### config.mk
export PLATFORM = sky130hd
export DESIGN_NAME = channel_sum_reduce_flat
export DESIGN_NICKNAME = d
export VERILOG_FILES = /design/src/rtl/channel_sum_reduce_if.sv /design/src/rtl/channel_sum_reduce.sv /design/src/flat_wrapper.sv
export SDC_FILE = /design/constraint.sdc
export NUM_CORES = 1
export LEC_CHECK = 0
export CAP_MARGIN = 25
export CORE_UTILIZATION = 49
export CTS_CLUSTER_DIAMETER = 40
export DETAILED_ROUTE_END_ITERATION = 8
export PLACE_DENSITY = 0.85
export SETUP_SLACK_MARGIN = 0.05
export SLEW_MARGIN = 20
export SYNTH_ARGS = -nofsm -noshare
export SYNTH_HDL_FRONTEND = slang
export SYNTH_SLANG_ARGS = --single-unit
export TNS_END_PERCENT = 30
### constraint.sdc
create_clock -name clk -period 5.55 [get_ports clk]
set_input_delay 0.555 -clock clk [delete_from_list [all_inputs] [get_ports clk]]
set_output_delay 0.555 -clock clk [all_outputs]
set_load 0.005 [all_outputs]
### src/rtl/channel_sum_reduce_if.sv
// Channel bundle for channel_sum_reduce: input-FIFO and output-FIFO handshake/data signals.
// master = reduction block side, slave = FIFO/environment side.
interface channel_sum_reduce_if #(
  parameter int WIDTH = 32
);
  logic [WIDTH-1:0] in_out_data;
  logic             in_read_ready;
  logic             in_write_ready;
  logic             in_read_valid;
  logic [WIDTH-1:0] in_in_data;
  logic             in_write_valid;
  logic             in_rst;
  logic [WIDTH-1:0] out_out_data;
  logic             out_read_ready;
  logic             out_write_ready;
  logic [WIDTH-1:0] out_in_data;
  logic             out_write_valid;
  logic             out_read_valid;
  logic             out_rst;

  modport master (
    input  in_out_data, in_read_ready, in_write_ready,
    input  out_out_data, out_read_ready, out_write_ready,
    output in_read_valid, in_in_data, in_write_valid, in_rst,
    output out_in_data, out_write_valid, out_read_valid, out_rst
  );

  modport slave (
    output in_out_data, in_read_ready, in_write_ready,
    output out_out_data, out_read_ready, out_write_ready,
    input  in_read_valid, in_in_data, in_write_valid, in_rst,
    input  out_in_data, out_write_valid, out_read_valid, out_rst
  );
endinterface

### src/rtl/channel_sum_reduce.sv
// Reads COUNT words from an input channel, accumulates them, writes one sum word, then holds valid.
// Optional macro CHANNEL_SUM_REDUCE_SAT_EN: saturating unsigned accumulator instead of wrap-around.
module channel_sum_reduce #(
  parameter int WIDTH = 32,
  parameter int COUNT = 4
) (
  input  logic                  clk,
  input  logic                  rst,
  channel_sum_reduce_if.master  ch,
  output logic                  valid
);

  typedef enum logic [2:0] {
    S_INIT     = 3'd0,
    S_WAIT_IN  = 3'd1,
    S_READ     = 3'd2,
    S_ACC      = 3'd3,
    S_CHECK    = 3'd4,
    S_WAIT_OUT = 3'd5,
    S_WRITE    = 3'd6,
    S_DONE     = 3'd7
  } state_t;

  state_t           state_q;
  logic [WIDTH-1:0] sum_q;
  logic [WIDTH-1:0] sum_d;
  logic [15:0]      cnt_q;
  logic [15:0]      cnt_d;
  logic             eq_s;
  logic             rd_q;
  logic             wr_q;
  logic             valid_q;
  logic             unused_s;

`ifdef CHANNEL_SUM_REDUCE_SAT_EN
  logic [WIDTH:0]   add_full_s;

  // Carry out of the widened add means overflow: clamp to all ones.
  always_comb begin
    add_full_s = {1'b0, sum_q} + {1'b0, ch.in_out_data};
    if (add_full_s[WIDTH]) begin
      sum_d = {WIDTH{1'b1}};
    end else begin
      sum_d = add_full_s[WIDTH-1:0];
    end
  end
`else
  assign sum_d = sum_q + ch.in_out_data;
`endif

  assign cnt_d = cnt_q + 16'd1;
  assign eq_s  = (cnt_q == 16'(COUNT));

  // Strobes are registered alongside the state so each equals a decode of state_q.
  always_ff @(posedge clk) begin
    if (rst) begin
      state_q <= S_INIT;
      sum_q   <= {WIDTH{1'b0}};
      cnt_q   <= 16'd0;
      rd_q    <= 1'b0;
      wr_q    <= 1'b0;
      valid_q <= 1'b0;
    end else begin
      rd_q    <= 1'b0;
      wr_q    <= 1'b0;
      valid_q <= 1'b0;
      case (state_q)
        S_INIT: begin
          sum_q   <= {WIDTH{1'b0}};
          cnt_q   <= 16'd0;
          state_q <= S_WAIT_IN;
        end
        S_WAIT_IN: begin
          if (ch.in_read_ready) begin
            state_q <= S_READ;
            rd_q    <= 1'b1;
          end else begin
            state_q <= S_WAIT_IN;
          end
        end
        S_READ: begin
          state_q <= S_ACC;
        end
        S_ACC: begin
          sum_q   <= sum_d;
          cnt_q   <= cnt_d;
          state_q <= S_CHECK;
        end
        S_CHECK: begin
          if (eq_s) begin
            state_q <= S_WAIT_OUT;
          end else begin
            state_q <= S_WAIT_IN;
          end
        end
        S_WAIT_OUT: begin
          if (ch.out_write_ready) begin
            state_q <= S_WRITE;
            wr_q    <= 1'b1;
          end else begin
            state_q <= S_WAIT_OUT;
          end
        end
        S_WRITE: begin
          state_q <= S_DONE;
          valid_q <= 1'b1;
        end
        S_DONE: begin
          state_q <= S_DONE;
          valid_q <= 1'b1;
        end
        default: begin
          state_q <= S_INIT;
        end
      endcase
    end
  end

  assign ch.in_read_valid   = rd_q;
  assign ch.in_in_data      = {WIDTH{1'b0}};
  assign ch.in_write_valid  = 1'b0;
  assign ch.in_rst          = 1'b0;
  assign ch.out_in_data     = sum_q;
  assign ch.out_write_valid = wr_q;
  assign ch.out_read_valid  = 1'b0;
  assign ch.out_rst         = 1'b0;
  assign valid              = valid_q;

  // Channel inputs this block never consumes.
  assign unused_s = ^{ch.in_write_ready, ch.out_out_data, ch.out_read_ready};

endmodule

### src/flat_wrapper.sv
// flat-port wrapper written by rule: the top's interface ports become plain ports
module channel_sum_reduce_flat 
#(
  parameter int WIDTH = 32,
  parameter int COUNT = 4
)
  (clk, rst, valid, ch_in_out_data, ch_in_read_ready, ch_in_write_ready, ch_out_out_data, ch_out_read_ready, ch_out_write_ready, ch_in_read_valid, ch_in_in_data, ch_in_write_valid, ch_in_rst, ch_out_in_data, ch_out_write_valid, ch_out_read_valid, ch_out_rst);
  channel_sum_reduce_if #(.WIDTH(WIDTH)) ch_i ();
  input  logic clk;
  input  logic rst;
  output logic valid;
  input wire logic [$bits(ch_i.in_out_data)-1:0] ch_in_out_data;
  input wire logic [$bits(ch_i.in_read_ready)-1:0] ch_in_read_ready;
  input wire logic [$bits(ch_i.in_write_ready)-1:0] ch_in_write_ready;
  input wire logic [$bits(ch_i.out_out_data)-1:0] ch_out_out_data;
  input wire logic [$bits(ch_i.out_read_ready)-1:0] ch_out_read_ready;
  input wire logic [$bits(ch_i.out_write_ready)-1:0] ch_out_write_ready;
  output wire logic [$bits(ch_i.in_read_valid)-1:0] ch_in_read_valid;
  output wire logic [$bits(ch_i.in_in_data)-1:0] ch_in_in_data;
  output wire logic [$bits(ch_i.in_write_valid)-1:0] ch_in_write_valid;
  output wire logic [$bits(ch_i.in_rst)-1:0] ch_in_rst;
  output wire logic [$bits(ch_i.out_in_data)-1:0] ch_out_in_data;
  output wire logic [$bits(ch_i.out_write_valid)-1:0] ch_out_write_valid;
  output wire logic [$bits(ch_i.out_read_valid)-1:0] ch_out_read_valid;
  output wire logic [$bits(ch_i.out_rst)-1:0] ch_out_rst;
  assign ch_i.in_out_data = ch_in_out_data;
  assign ch_i.in_read_ready = ch_in_read_ready;
  assign ch_i.in_write_ready = ch_in_write_ready;
  assign ch_i.out_out_data = ch_out_out_data;
  assign ch_i.out_read_ready = ch_out_read_ready;
  assign ch_i.out_write_ready = ch_out_write_ready;
  assign ch_in_read_valid = ch_i.in_read_valid;
  assign ch_in_in_data = ch_i.in_in_data;
  assign ch_in_write_valid = ch_i.in_write_valid;
  assign ch_in_rst = ch_i.in_rst;
  assign ch_out_in_data = ch_i.out_in_data;
  assign ch_out_write_valid = ch_i.out_write_valid;
  assign ch_out_read_valid = ch_i.out_read_valid;
  assign ch_out_rst = ch_i.out_rst;
  channel_sum_reduce #(.WIDTH(WIDTH), .COUNT(COUNT)) u_core (.clk(clk), .rst(rst), .ch(ch_i), .valid(valid));
endmodule
# After elaboration in Yosys (flattened, before gate mapping)
# Index checks and enable logic that the tools add are counted.
[word_totals]
register_bits = 54
in_bits = 70
out_inout_bits = 71
[classes]
n_addsub = 2
eq_ne = 8
n_mux = 9
bitwise = 2
n_reduce_logical = 5
[ops]
columns = ["op", "count"]
rows = [
  ["$pmux 32 s2", 1],
  ["$add 32x32->32", 1],
  ["$pmux 16 s2", 1],
  ["$pmux 3 s7", 1],
  ["$add 16x1->16 const B", 1],
  ["$eq 16x3->1 const B", 1],
  ["$eq 3x3->1 const B", 4],
  ["$eq 3x2->1 const B", 2],
  ["$reduce_or 2->1", 3],
  ["$mux 2", 2],
  ["$eq 3x1->1 const B", 1],
  ["$logic_not 3->1", 1],
  ["$mux 1", 3],
  ["$mux 3", 1],
  ["$not 1->1", 2],
  ["$reduce_bool 2->1", 1],
]

# Logic depth before layout (Yosys ltp)
[logic_depth]
depth_word = 3
mapped_depth = 12

# Least setup slack after synthesis
# No wires, ideal clock.
[synth_path]
path_kind = "in2reg"
from = "input ch_in_out_data[0]"
to = "register u_core.sum_q[20] (netlist: u_core.ch.out_in_data[20])"
setup_ns = 0.117
arrival_time_ns = 2.722
setup_slack_ns = 2.711
cell_stages = 11
path_cell_list = "ha_1 -> inv_1 -> fa_1 -> nand2b_1 -> a21oi_1 -> o21a_4 -> a31oi_4 -> o21a_4 -> nor4_1 -> o21ai_0 -> a32o_1"
[synth_via]
elab_chain_cells = 2
[synth_lines]
columns = ["element", "line_no", "text"]
rows = [
  ["start: declaration", "flat_wrapper.sv:12", "input wire logic [$bits(ch_i.in_out_data)-1:0] ch_in_out_data;"],
  ["$add 32x32->32", "channel_sum_reduce.sv:48", "assign sum_d = sum_q + ch.in_out_data;"],
  ["$pmux 32 s2", "channel_sum_reduce.sv:67", "case (state_q)"],
  ["end signal: assignment", "channel_sum_reduce.sv:58", "sum_q <= {WIDTH{1'b0}};"],
  ["end signal: assignment", "channel_sum_reduce.sv:69", "sum_q <= {WIDTH{1'b0}};"],
  ["end signal: assignment", "channel_sum_reduce.sv:85", "sum_q <= sum_d;"],
  ["end: declaration", "channel_sum_reduce.sv:25", "logic [WIDTH-1:0] sum_q;"],
]
# No other way between the ends.
# A chain may end at the register's enable or synchronous reset.

# Final worst setup path
# Ends and elaborated chain as after synthesis.

==> results.py <==
metrics = {
    "outcome": {
        "status": "finished clean",
    },
    "clocking": {
        "numCtsBuffers": 5,
        "cts_resized": 0,
        "ctsHoldBuffers": 0,
        "clock_sinks": 54,
        "cts_buffer_depth": 2,
        "clock_tree.root_cell": "clkbuf_8",
        "htreeDepth": 2,
        "clk_latency_ns": 0.32,
        "tritoncts": "done",
        "cts.reportedPaths.clkPinSlew_ns": 0.10,
        "post_cts_buffers": 0,
    },
    "timing": {
        "worst_pin_slew_ns": 0.795,
        "hold_violations": 0,
        "drv_slew": 0,
        "timing.hold.ws_ns": 0.487,
        "layout_worst_path_cycle_share_pct": 62.3,
        "finalCriticalPeriod_ns": 3.46,
        "fin_skew_ns": 0.00820,
        "setup_viol": 0,
        "tns_ns": 0,
        "rsz0062_at_grt": "no",
        "fmax_ghz": 0.289,
        "slew-limit-headroom_pct": 47.0,
    },
    "floorplan": {
        "die_w_um": 91.8,
        "start_util_pct": 50.9,
        "num_io_pins": 141,
        "die_y_um": 91.8,
        "core_um2": 7770,
        "die_area_um2": 8430,
        "fp-row-count": 32,
    },
    "hold_path": {
        "hp-class": "reg2reg",
        "hold_start": "u_core.cnt_q[15]",
    },
    "setup_path": {
        "reg2reg_depth": 11,
        "endpoint": "u_core.ch.out_in_data[20]",
        "crit_type": "in2reg",
        "worstReg2RegStart": "u_core.ch.out_in_data[0]",
        "cp.required_ns": 5.77,
        "worstSetupEndpointType": "register",
        "setup.worst_path.start": "ch_in_out_data[0]",
        "reg2reg_slack_ns": 2.38,
        "r2r_end": "u_core.ch.out_in_data[20]",
        "cp_max_fo": 4,
        "crit_arrival_ns": 3.68,
        "start_kind": "primary input",
    },
    "pwr": {
        "power.internal_mw": 0.600,
        "p_seq_share_pct": 47.9,
        "pwr-share-comb_pct": 19.3,
        "leakagePower_nw": 1.92,
        "p_sw_mw": 0.235,
        "p_sw_share_pct": 28.1,
        "ir_worst_vdd_mv": 0.118,
        "p_per_area_nw_per_um2": 177,
        "p_clk_share_pct": 32.9,
    },
    "route": {
        "wl_um": 9100,
        "drc": 0,
        "post_drt_wl_per_cell_um": 13.8,
        "drt-pass1-iter-count": 4,
        "antenna_left": 0,
        "vias": 3643,
        "drt_iter0_markers": 178,
        "vias_per_cell": 5.53,
    },
    "global_route": {
        "grt_first_pass_wirelength_um": 15100,
        "grt_max_degree": 24,
        "antenna_found_initial": 0,
        "grt_overflow": 0,
        "grt_use_total_pct": 21.7,
        "grt_pass1_vias": 3508,
    },
    "synth": {
        "ys_seq_area_share_pct": 27.4,
        "synthCells": 492,
        "synthArstFlopShare_pct": 0,
        "synth_edf_count": 0,
        "ys_ff_latch": 54,
        "synth_area_um2": 3950,
        "yosysUniqueCellTypes": 58,
        "synth_warnings": 0,
        "avgSynthCellArea_um2": 8.03,
        "ys.flop_type": "dfxtp_1",
    },
    "final_layout": {
        "final_nets": 660,
        "syn_to_final_growth_pct": 19.7,
        "drive_above_1_share_pct": 5.03,
        "utilization_pct": 60.9,
        "antenna_cells": 0,
        "fin_cells": 659,
    },
    "placed_design": {
        "io_buffers": 70,
        "dp.cells": 650,
        "gp_congestion": 0.907,
        "hpwlAfterDp_um": 6890,
    },
    "run": {
        "drv_cap": 0,
    },
}
-- cell families after synthesis --
logic type / after synthesis / share of synthesized area (%)
compound gates: 145 / 26.0
xor+xnor: 25 / 5.54
fa+ha+maj: 34 / 11.0
buf+inv: 64 / 9.50
flops: 54 / 27.4
mux: 1 / 0.253
other cells: 1 / 0.0949
simple gates: 168 / 20.3
-- registers in the layout (all words and copies together) (netlist names) --
name                       flops
u_core.ch.in_read_valid        1
u_core.ch.out_in_data         32
u_core.ch.out_write_valid      1
u_core.cnt_q                  16
u_core.state_q                 3
u_core.valid                   1
-- synth_stat cells (3+ instances only) --
cell type  instances  share of area [%]
nand4_1            4               0.63
or2_2              3               0.48
buf_4             36                6.8
nand2b_1          12                1.9
nand2_1           35                3.3
a21o_1             9                1.7
nor3_1             5               0.63
a21oi_1           46                5.8
a31oi_1            3               0.48
or3_1              6               0.95
a311oi_1           3               0.67
o31ai_1            4               0.76
clkbuf_1          16                1.5
o211ai_1           4               0.76
dfxtp_1           54                 27
nor2b_1            5               0.79
o21ai_0           18                2.3
xnor2_1           17                3.8
o21a_1             5               0.95
xor2_1             8                1.8
inv_1             12                1.1
a22oi_1           16                3.0
nand3_1           20                2.5
and3_1             4               0.63
a22o_1            11                2.4
nor4b_1            3               0.67
nor2_1            60                5.7
ha_1              33                 10
-- stage by stage --
stage	power, mW	setup slack [ns]	cell area [um2]
2_1_floorplan	0.528	2.71	4080
3_3_place_gp	0.562	1.95	4600
3_5_place_dp	0.567	1.86	4610
4_1_cts	0.839	2.18	4720
5_1_grt	0.880	2.00	4730
6_report	0.835	2.09	4730
-- power groups by stage --
stage	clock, mW	sequential (mW)	combinational (mW)
after floorplan	0	0.407	0.121
after global placement	0	0.408	0.154
after detailed placement	0	0.408	0.159
after CTS	0.280	0.400	0.159
after global routing	0.301	0.401	0.178
final	0.274	0.400	0.161
-- layout make-up --
cell class                 instances  area, um2
fill                             708       3040
sequential                        54       1080
timing repair buffer              74        734
clock buffer                       5       68.8
clock inverter                     3       45.0
tap                              102        128
inverter                          12       45.0
multi-input combinational        409       2630
-- layer usage --
| layer | GRT usage, % | wire length (um) | share of wire, % | up-vias |
|---|---|---|---|---|
| li1 | - | - | - | 1837 |
| met1 | 26.1 | 4130 | 45 | 1690 |
| met2 | 39.2 | 4380 | 48 | 102 |
| met3 | 2.99 | 450 | 4.9 | 14 |
| met4 | 7.68 | 148 | 1.6 | 0 |
| met5 | 0 | 0 | 0 | - |
-- cells in the final DEF (no fill, tap or decap), types with 4 or more instances in the layout --
cell type	count
nand3_1	20
xor2_1	8
dfxtp_1	54
o211ai_1	4
clkbuf_8	5
nor2b_1	5
o31ai_1	4
nor2_1	60
nand4_1	4
nand2b_1	12
a21o_1	9
a22o_1	11
o21a_1	5
a22oi_1	16
clkdlybuf4s50_1	70
or3_1	6
xnor2_1	17
inv_1	12
and3_1	4
a21oi_1	46
nor3_1	5
o21ai_0	18
nand2_1	35
conb_1	36
ha_1	33
-- how the worst min path moves through the flow --
stage,endpoint,slack [ns],cells after the start
2_1_floorplan,u_core.cnt_q[15],0.45,2
3_3_place_gp,u_core.ch.out_in_data[31],0.46,2
3_5_place_dp,u_core.cnt_q[15],0.48,2
4_1_cts,u_core.cnt_q[15],0.49,2
5_1_grt,u_core.cnt_q[15],0.53,2
6_report,u_core.cnt_q[15],0.49,2
-- worst max-delay path, stage by stage --
cell,delay (ns)
clkdlybuf4s50_1,0.46
ha_1,0.19
inv_1,0.07
fa_1,0.38
nand2b_1,0.20
a21oi_1,0.40
o21a_4,0.23
a31oi_4,0.10
o21a_4,0.25
nor4_1,0.38
o21ai_0,0.18
a32o_1,0.28
Power figures use the tool's default switching activity.
